### src/rtl/pipe_rr_sched_if.sv
// rtl/pipe_rr_sched_if.sv - request, datapath and response bundle for pipe_rr_sched
// PIPE_RR_SCHED_STATS_EN adds o_grant_cnt
interface pipe_rr_sched_if #(
  parameter int N_REQ  = 4,
  parameter int W_DATA = 32
);
  logic [N_REQ-1:0]        i_req_valid;
  logic [N_REQ-1:0]        o_req_ready;
  logic [N_REQ*W_DATA-1:0] i_req_data;
  logic                    o_dp_valid;
  logic                    i_dp_ready;
  logic [W_DATA-1:0]       o_dp_data;
  logic                    i_dp_rsp_valid;
  logic [W_DATA-1:0]       i_dp_rsp_data;
  logic [N_REQ-1:0]        o_rsp_valid;
  logic [W_DATA-1:0]       o_rsp_data;
  logic                    i_flush;
  logic                    o_idle;
  logic                    o_err;
`ifdef PIPE_RR_SCHED_STATS_EN
  logic [N_REQ*16-1:0]     o_grant_cnt;
`endif

  modport slave (
    input  i_req_valid, i_req_data, i_dp_ready, i_dp_rsp_valid, i_dp_rsp_data, i_flush,
    output o_req_ready, o_dp_valid, o_dp_data, o_rsp_valid, o_rsp_data, o_idle, o_err
`ifdef PIPE_RR_SCHED_STATS_EN
    , output o_grant_cnt
`endif
  );

  modport master (
    output i_req_valid, i_req_data, i_dp_ready, i_dp_rsp_valid, i_dp_rsp_data, i_flush,
    input  o_req_ready, o_dp_valid, o_dp_data, o_rsp_valid, o_rsp_data, o_idle, o_err
`ifdef PIPE_RR_SCHED_STATS_EN
    , input o_grant_cnt
`endif
  );
endinterface

### src/rtl/pipe_rr_sched.sv
// rtl/pipe_rr_sched.sv - round-robin scheduler sharing one in-order pipelined datapath
// PIPE_RR_SCHED_STATS_EN adds saturating per-requester grant counters on o_grant_cnt
module pipe_rr_sched #(
  parameter int N_REQ     = 4,
  parameter int W_DATA    = 32,
  parameter int TAG_DEPTH = 8
) (
  input  logic           i_clk,
  input  logic           resetn,
  pipe_rr_sched_if.slave bus
);
  localparam int IW = (N_REQ > 1) ? $clog2(N_REQ) : 1;
  localparam int AW = (TAG_DEPTH > 1) ? $clog2(TAG_DEPTH) : 1;
  localparam logic [AW:0] DEPTH_C = (AW+1)'(TAG_DEPTH);

  typedef enum logic {RUN, DRAIN} state_t;
  state_t state, state_nxt;

  logic [IW-1:0]     rr_ptr, gnt_idx, cand, dp_tag;
  logic              gnt_found, grant_en, xfer, push, pop;
  logic [N_REQ-1:0]  req_ready;
  logic [W_DATA-1:0] gnt_data;
  logic [IW-1:0]     tag_mem [TAG_DEPTH];
  logic [AW-1:0]     wr_ptr, rd_ptr;
  logic [AW:0]       tag_cnt;
  int                scan_idx;

  assign push = bus.o_dp_valid & bus.i_dp_ready;
  assign pop  = bus.i_dp_rsp_valid & (tag_cnt != '0);

  // The issue register counts as occupied even while being accepted, so the FIFO can never overflow.
  assign grant_en = resetn && (state == RUN) && (!bus.o_dp_valid || bus.i_dp_ready) &&
                    ((tag_cnt + {{AW{1'b0}}, bus.o_dp_valid}) < DEPTH_C);
  assign xfer            = grant_en && gnt_found;
  assign req_ready       = xfer ? (N_REQ'(1) << gnt_idx) : '0;
  assign bus.o_req_ready = req_ready;
  assign bus.o_idle      = !bus.o_dp_valid && (tag_cnt == '0);

  always_comb begin
    gnt_found = 1'b0;
    gnt_idx   = '0;
    scan_idx  = 0;
    cand      = '0;
    for (int i = 0; i < N_REQ; i++) begin
      scan_idx = int'(rr_ptr) + i;
      if (scan_idx >= N_REQ) scan_idx = scan_idx - N_REQ;
      cand = IW'(scan_idx);
      if (!gnt_found && bus.i_req_valid[cand]) begin
        gnt_found = 1'b1;
        gnt_idx   = cand;
      end
    end
  end

  always_comb begin
    gnt_data = '0;
    for (int k = 0; k < N_REQ; k++) begin
      if (gnt_idx == IW'(k)) gnt_data = bus.i_req_data[k*W_DATA +: W_DATA];
    end
  end

  always_comb begin
    state_nxt = state;
    unique case (state)
      RUN:     if (bus.i_flush) state_nxt = DRAIN;
      DRAIN:   if (!bus.i_flush && !bus.o_dp_valid && tag_cnt == '0) state_nxt = RUN;
      default: state_nxt = RUN;
    endcase
  end

  always_ff @(posedge i_clk or negedge resetn) begin
    if (!resetn) begin
      state          <= RUN;
      rr_ptr         <= '0;
      bus.o_dp_valid <= 1'b0;
      bus.o_dp_data  <= '0;
      dp_tag         <= '0;
    end else begin
      state <= state_nxt;
      if (xfer) begin
        bus.o_dp_valid <= 1'b1;
        bus.o_dp_data  <= gnt_data;
        dp_tag         <= gnt_idx;
        rr_ptr         <= (gnt_idx == IW'(N_REQ - 1)) ? '0 : gnt_idx + 1'b1;
      end else if (bus.i_dp_ready) begin
        bus.o_dp_valid <= 1'b0;
      end
    end
  end

  // Tag FIFO records issue order; results return in the same order.
  always_ff @(posedge i_clk or negedge resetn) begin
    if (!resetn) begin
      for (int d = 0; d < TAG_DEPTH; d++) tag_mem[d] <= '0;
      wr_ptr          <= '0;
      rd_ptr          <= '0;
      tag_cnt         <= '0;
      bus.o_rsp_valid <= '0;
      bus.o_rsp_data  <= '0;
      bus.o_err       <= 1'b0;
    end else begin
      if (push) begin
        tag_mem[wr_ptr] <= dp_tag;
        wr_ptr          <= wr_ptr + 1'b1;
      end
      if (pop) rd_ptr <= rd_ptr + 1'b1;
      unique case ({push, pop})
        2'b10:   tag_cnt <= tag_cnt + 1'b1;
        2'b01:   tag_cnt <= tag_cnt - 1'b1;
        default: tag_cnt <= tag_cnt;
      endcase
      bus.o_rsp_valid <= '0;
      if (bus.i_dp_rsp_valid) begin
        if (tag_cnt != '0) begin
          bus.o_rsp_valid <= N_REQ'(1) << tag_mem[rd_ptr];
          bus.o_rsp_data  <= bus.i_dp_rsp_data;
        end else begin
          bus.o_err <= 1'b1;
        end
      end
    end
  end

`ifdef PIPE_RR_SCHED_STATS_EN
  logic [15:0] grant_cnt [N_REQ];

  always_ff @(posedge i_clk or negedge resetn) begin
    if (!resetn) begin
      for (int k = 0; k < N_REQ; k++) grant_cnt[k] <= '0;
    end else begin
      for (int k = 0; k < N_REQ; k++) begin
        if (req_ready[k] && bus.i_req_valid[k] && grant_cnt[k] != 16'hFFFF)
          grant_cnt[k] <= grant_cnt[k] + 16'd1;
      end
    end
  end

  for (genvar k = 0; k < N_REQ; k++) begin : g_cnt
    assign bus.o_grant_cnt[k*16 +: 16] = grant_cnt[k];
  end
`endif
endmodule

### src/flat_wrapper.sv
// flat-port wrapper written by rule: the top's interface ports become plain ports
module pipe_rr_sched_flat 
#(
  parameter int N_REQ     = 4,
  parameter int W_DATA    = 32,
  parameter int TAG_DEPTH = 8
)
  (i_clk, resetn, bus_i_req_valid, bus_i_req_data, bus_i_dp_ready, bus_i_dp_rsp_valid, bus_i_dp_rsp_data, bus_i_flush, bus_o_req_ready, bus_o_dp_valid, bus_o_dp_data, bus_o_rsp_valid, bus_o_rsp_data, bus_o_idle, bus_o_err);
  pipe_rr_sched_if #(.N_REQ(N_REQ), .W_DATA(W_DATA)) bus_i ();
  input  logic i_clk;
  input  logic resetn;
  input wire logic [$bits(bus_i.i_req_valid)-1:0] bus_i_req_valid;
  input wire logic [$bits(bus_i.i_req_data)-1:0] bus_i_req_data;
  input wire logic [$bits(bus_i.i_dp_ready)-1:0] bus_i_dp_ready;
  input wire logic [$bits(bus_i.i_dp_rsp_valid)-1:0] bus_i_dp_rsp_valid;
  input wire logic [$bits(bus_i.i_dp_rsp_data)-1:0] bus_i_dp_rsp_data;
  input wire logic [$bits(bus_i.i_flush)-1:0] bus_i_flush;
  output wire logic [$bits(bus_i.o_req_ready)-1:0] bus_o_req_ready;
  output wire logic [$bits(bus_i.o_dp_valid)-1:0] bus_o_dp_valid;
  output wire logic [$bits(bus_i.o_dp_data)-1:0] bus_o_dp_data;
  output wire logic [$bits(bus_i.o_rsp_valid)-1:0] bus_o_rsp_valid;
  output wire logic [$bits(bus_i.o_rsp_data)-1:0] bus_o_rsp_data;
  output wire logic [$bits(bus_i.o_idle)-1:0] bus_o_idle;
  output wire logic [$bits(bus_i.o_err)-1:0] bus_o_err;
  assign bus_i.i_req_valid = bus_i_req_valid;
  assign bus_i.i_req_data = bus_i_req_data;
  assign bus_i.i_dp_ready = bus_i_dp_ready;
  assign bus_i.i_dp_rsp_valid = bus_i_dp_rsp_valid;
  assign bus_i.i_dp_rsp_data = bus_i_dp_rsp_data;
  assign bus_i.i_flush = bus_i_flush;
  assign bus_o_req_ready = bus_i.o_req_ready;
  assign bus_o_dp_valid = bus_i.o_dp_valid;
  assign bus_o_dp_data = bus_i.o_dp_data;
  assign bus_o_rsp_valid = bus_i.o_rsp_valid;
  assign bus_o_rsp_data = bus_i.o_rsp_data;
  assign bus_o_idle = bus_i.o_idle;
  assign bus_o_err = bus_i.o_err;
  pipe_rr_sched #(.N_REQ(N_REQ), .W_DATA(W_DATA), .TAG_DEPTH(TAG_DEPTH)) u_core (.i_clk(i_clk), .resetn(resetn), .bus(bus_i));
endmodule
### config.mk
export PLATFORM = sky130hd
export DESIGN_NAME = pipe_rr_sched_flat
export DESIGN_NICKNAME = d
export VERILOG_FILES = /design/src/rtl/pipe_rr_sched_if.sv /design/src/rtl/pipe_rr_sched.sv /design/src/flat_wrapper.sv
export SDC_FILE = /design/constraint.sdc
export NUM_CORES = 1
export LEC_CHECK = 0
export ABC_AREA = 1
export CORE_MARGIN = 4
export CORE_UTILIZATION = 46
export CTS_CLUSTER_SIZE = 20
export DETAILED_ROUTE_END_ITERATION = 10
export PLACE_DENSITY = 0.87
export SYNTH_ARGS = -nofsm -noshare
export SYNTH_HDL_FRONTEND = slang
export SYNTH_SLANG_ARGS = --single-unit
### constraint.sdc
create_clock -name i_clk -period 4.8 [get_ports i_clk]
set_input_delay 0.72 -clock i_clk [delete_from_list [all_inputs] [get_ports i_clk]]
set_output_delay 0.72 -clock i_clk [all_outputs]
set_load 0.005 [all_outputs]
==> run_results.csv <==
group,metric,value,unit
global_routing,grt_overflow_total,0,
placement,place_congestion,0.887,
drt,drtAntennaViolNets,0,
clock_tree,clock-sinks,101,
layout,stdcell_count,1119,
die,die_h,116,µm
die,start_util,0.471,
synthesis,synth_edf_count,0,
die,row_count,39,
setup_path,startpoint_type,"primary input",
placement,post-dp-hpwl,12500,µm
setup_path,crit_cells,14,
setup_path,crit_path_end,"bus_o_req_ready[2]",
die,coreArea,0.0114,mm²
die,die-area,0.0135,mm²
layout,layout-drive-gt1-share,0.0400,
clock_tree,ctsHoldBuffers,0,
timing,fin_ws,1.12,ns
synthesis,synthesis.area,0.00538,mm²
setup_path,path_cells,"clkdlybuf4s50_1, inv_1, nand2_1, nand3_1, nand2_1, nor2_4, nand3_1, nand3_1, nand2_1, inv_1, ha_1, inv_1, nor2_1, clkdlybuf4s50_1",
synthesis,synth-seq-area-share,0.470,
setup_path,endpoint_kind,"primary output",
drt,dr_total_vias,5494,
run,maxCapViolCount,0,
global_routing,grt_pass1_wl,25300,µm
clock_tree,post-cts-setup-buffers,0,
drt,first_iter_violations,306,
global_routing,grt_max_degree,65,
layout,diodes,0,
run_status,outcome,"complete, no violations",
power,vdd_ir_drop_max,0.556,mV
timing,post-route-min-period,3.68,ns
setup_path,cp_num_buf_inv,5,
drt,wl_per_cell,14.8,µm
synthesis,syn-instance-count,746,
setup_path,path_class,"primary input to primary output",
timing,drv_slew,0,
synthesis,ys_ff_latch,101,
die,io-pin-count,244,
layout,final_nets,1151,
setup_path,slowest_delay,0.53,ns
setup_path,r2r_slack,1.60,ns
timing,finalSetupTns,0,ns
layout,final_util,0.718,
clock_tree,path_clk_slew,0.06,ns
setup_path,cp_max_fo,4,
synthesis,ys_dominant_reg_cell,"dfrtp_1",
global_routing,grt_pass1_vias,5118,
timing,worst_hold_slack,0.478,ns
global_routing,grt_util_all_layers,0.239,
timing,finalSetupViolCount,0,
clock_tree,htreeDepth,3,
clock_tree,numCtsBuffers,9,
layout,num-fill-cells,885,
synthesis,yosysWarningCount,0,
clock_tree,clk_latency,0.33,ns
setup_path,crit_family,"buffers and inverters",
timing,hold_viol_final,0,
setup_path,crit_slowest_cell,"clkdlybuf4s50_1",
setup_path,cp-startpoint,"bus_i_req_valid[1]",
setup_path,required,4.08,ns
timing,finClkSkew,0.00352,ns
timing,fmax,272,MHz
power,p_per_area,651,mW/mm²
clock_tree,tritoncts,"built",
clock_tree,cts-root-buf,"clkbuf_16",
synthesis,avgSynthCellArea,7.22,µm²
layout,fin_area,0.00820,mm²
placement,port_buffers,243,
drt,dr.pass1.iters,5,
placement,dp_slack,1.10,ns
timing,slew_headroom,0.543,
drt,wl,16600,µm
setup_path,cp.arrival,2.96,ns
synthesis,yosysUniqueCellTypes,31,
setup_path,r2r_end,"u_core.bus.o_dp_data[28]$_DFFE_PN0N_",
drt,remaining_drc_errors,0,
power,total_power,5.34,mW
synthesis,syn-num-nets,925,
setup_path,reg2reg_depth,19,
placement,post-place-cells,1104,
synthesis,async_flop_share,1.00,
timing,worstMarginPinSlew,0.685,ns
layout,area_growth,52.4,%
clock_tree,cts_resized,0,
die,die_w,116,µm
timing,min_period_over_period,0.767,
global_routing,antenna_found_initial,0,
timing,rsz0062_at_grt,"no",
power,p_leak,3.90,nW
setup_path,worstReg2RegStart,"u_core.rr_ptr[0]$_DFFE_PN0N_",
drt,viasPerCell,4.91,
min_path,min_path_type,"register to register",
placement,postPlaceCellArea,0.00787,mm²
clock_tree,clockBufferDepth,2,
-- metal layers --
metal,GRT usage,share of wire,up-vias,wire [µm]
met4,0.0456,0.013,0,214
li1,-,-,2807,-
met1,0.272,0.38,2462,6280
met2,0.441,0.51,204,8540
met5,0,0,-,0
met3,0.0782,0.094,21,1550
-- registers in the layout, indices dropped and copies added, names as in the netlist, 2 cells and up --
register and flops:
u_core.wr_ptr 3, u_core.tag_mem 16, u_core.rd_ptr 3, u_core.tag_cnt 4, u_core.dp_tag 2, u_core.bus.o_rsp_valid 4
u_core.rr_ptr 2, u_core.bus.o_rsp_data 32, u_core.bus.o_dp_data 32
-- final cells by class --
class / instances / area, µm² / area share
Clock buffer: 11 / 233 / 0.0284
Clock inverter: 4 / 97.6 / 0.0119
Inverter: 36 / 138 / 0.0168
Multi-Input combinational cell: 572 / 2530 / 0.309
Sequential cell: 101 / 2530 / 0.308
Tap cell: 143 / 179 / 0.0218
Timing Repair Buffer: 252 / 2500 / 0.304
-- cell families (layout without fill, tap and decap cells) --
family / Yosys count / after routing / synth area share
adder cells (fa/ha/maj): 10 / 10 / 0.0246
flip-flops: 101 / 101 / 0.470
buffers and inverters: 73 / 303 / 0.0611
AO/OA/AOI/OAI: 138 / 138 / 0.131
AND/OR/NAND/NOR: 417 / 417 / 0.303
XOR/XNOR: 7 / 7 / 0.0114
-- worst min-delay path, cell delays in order (launching register included) --
cell and delay, ns:
dfrtp_1 0.34, nand2_1 0.05, nand2_1 0.05
-- power by group --
part	total, mW	internal [mW]	switching [mW]
sequential	1.40	1.17	0.228
combinational	3.13	1.34	1.79
clock	0.811	0.507	0.304
-- cell usage in the layout, fill, tap and decap left out --
| cell type | instances |
|---|---|
| o21ai_0 | 92 |
| nor2_4 | 1 |
| and2_1 | 1 |
| fa_1 | 1 |
| nor2_2 | 1 |
| ha_1 | 8 |
| a21oi_1 | 33 |
| inv_4 | 1 |
| clkbuf_1 | 2 |
| clkdlybuf4s50_1 | 242 |
| clkinvlp_4 | 1 |
| ha_2 | 1 |
| o21ai_1 | 7 |
| nand2_1 | 360 |
| nor3_1 | 2 |
| xnor2_1 | 1 |
| o221ai_1 | 1 |
| nand2_2 | 8 |
| clkbuf_16 | 9 |
| inv_2 | 2 |
| clkinv_1 | 1 |
| nand3_1 | 12 |
| nand4_1 | 1 |
| nand2_4 | 1 |
| nand3_2 | 1 |
| o21bai_1 | 2 |
| inv_1 | 32 |
| xor2_1 | 6 |
| buf_4 | 10 |
| bufinv_16 | 3 |
| dfrtp_1 | 101 |
| nor2_1 | 29 |
| o22ai_1 | 3 |
-- worst min path at each step --
stage	slack, ns	startpoint	endpoint	cells after the start
finish	0.48	u_core.bus.o_rsp_data[31]$_DFFE_PN0P_	u_core.bus.o_rsp_data[31]$_DFFE_PN0P_	2
floorplan	0.42	resetn	u_core.bus.o_dp_data[0]$_DFFE_PN0N_	0
detailed placement	0.46	u_core.bus.o_dp_data[7]$_DFFE_PN0N_	u_core.bus.o_dp_data[7]$_DFFE_PN0N_	2
CTS	0.48	u_core.bus.o_dp_data[17]$_DFFE_PN0N_	u_core.bus.o_dp_data[17]$_DFFE_PN0N_	2
global route	0.49	u_core.bus.o_rsp_data[5]$_DFFE_PN0P_	u_core.bus.o_rsp_data[5]$_DFFE_PN0P_	2
global placement	0.46	u_core.bus.o_rsp_data[5]$_DFFE_PN0P_	u_core.bus.o_rsp_data[5]$_DFFE_PN0P_	2
-- cell usage after synthesis, types with 2 or more instances --
library cell,number,area share
o21ai_0,92,0.086
inv_1,32,0.022
buf_2,9,0.0084
buf_8,2,0.0056
nand3_1,12,0.011
buf_1,2,0.0014
buf_4,3,0.0042
nor3_1,2,0.0019
o21ai_1,7,0.0065
nor2_1,30,0.021
xor2_1,6,0.0098
inv_2,2,0.0014
clkbuf_1,20,0.014
nand2_2,8,0.0093
nand2_1,360,0.25
dfrtp_1,101,0.47
o22ai_1,3,0.0035
a21oi_1,33,0.031
o21bai_1,2,0.0028
ha_1,9,0.021
(Power assumes the default switching activity.)
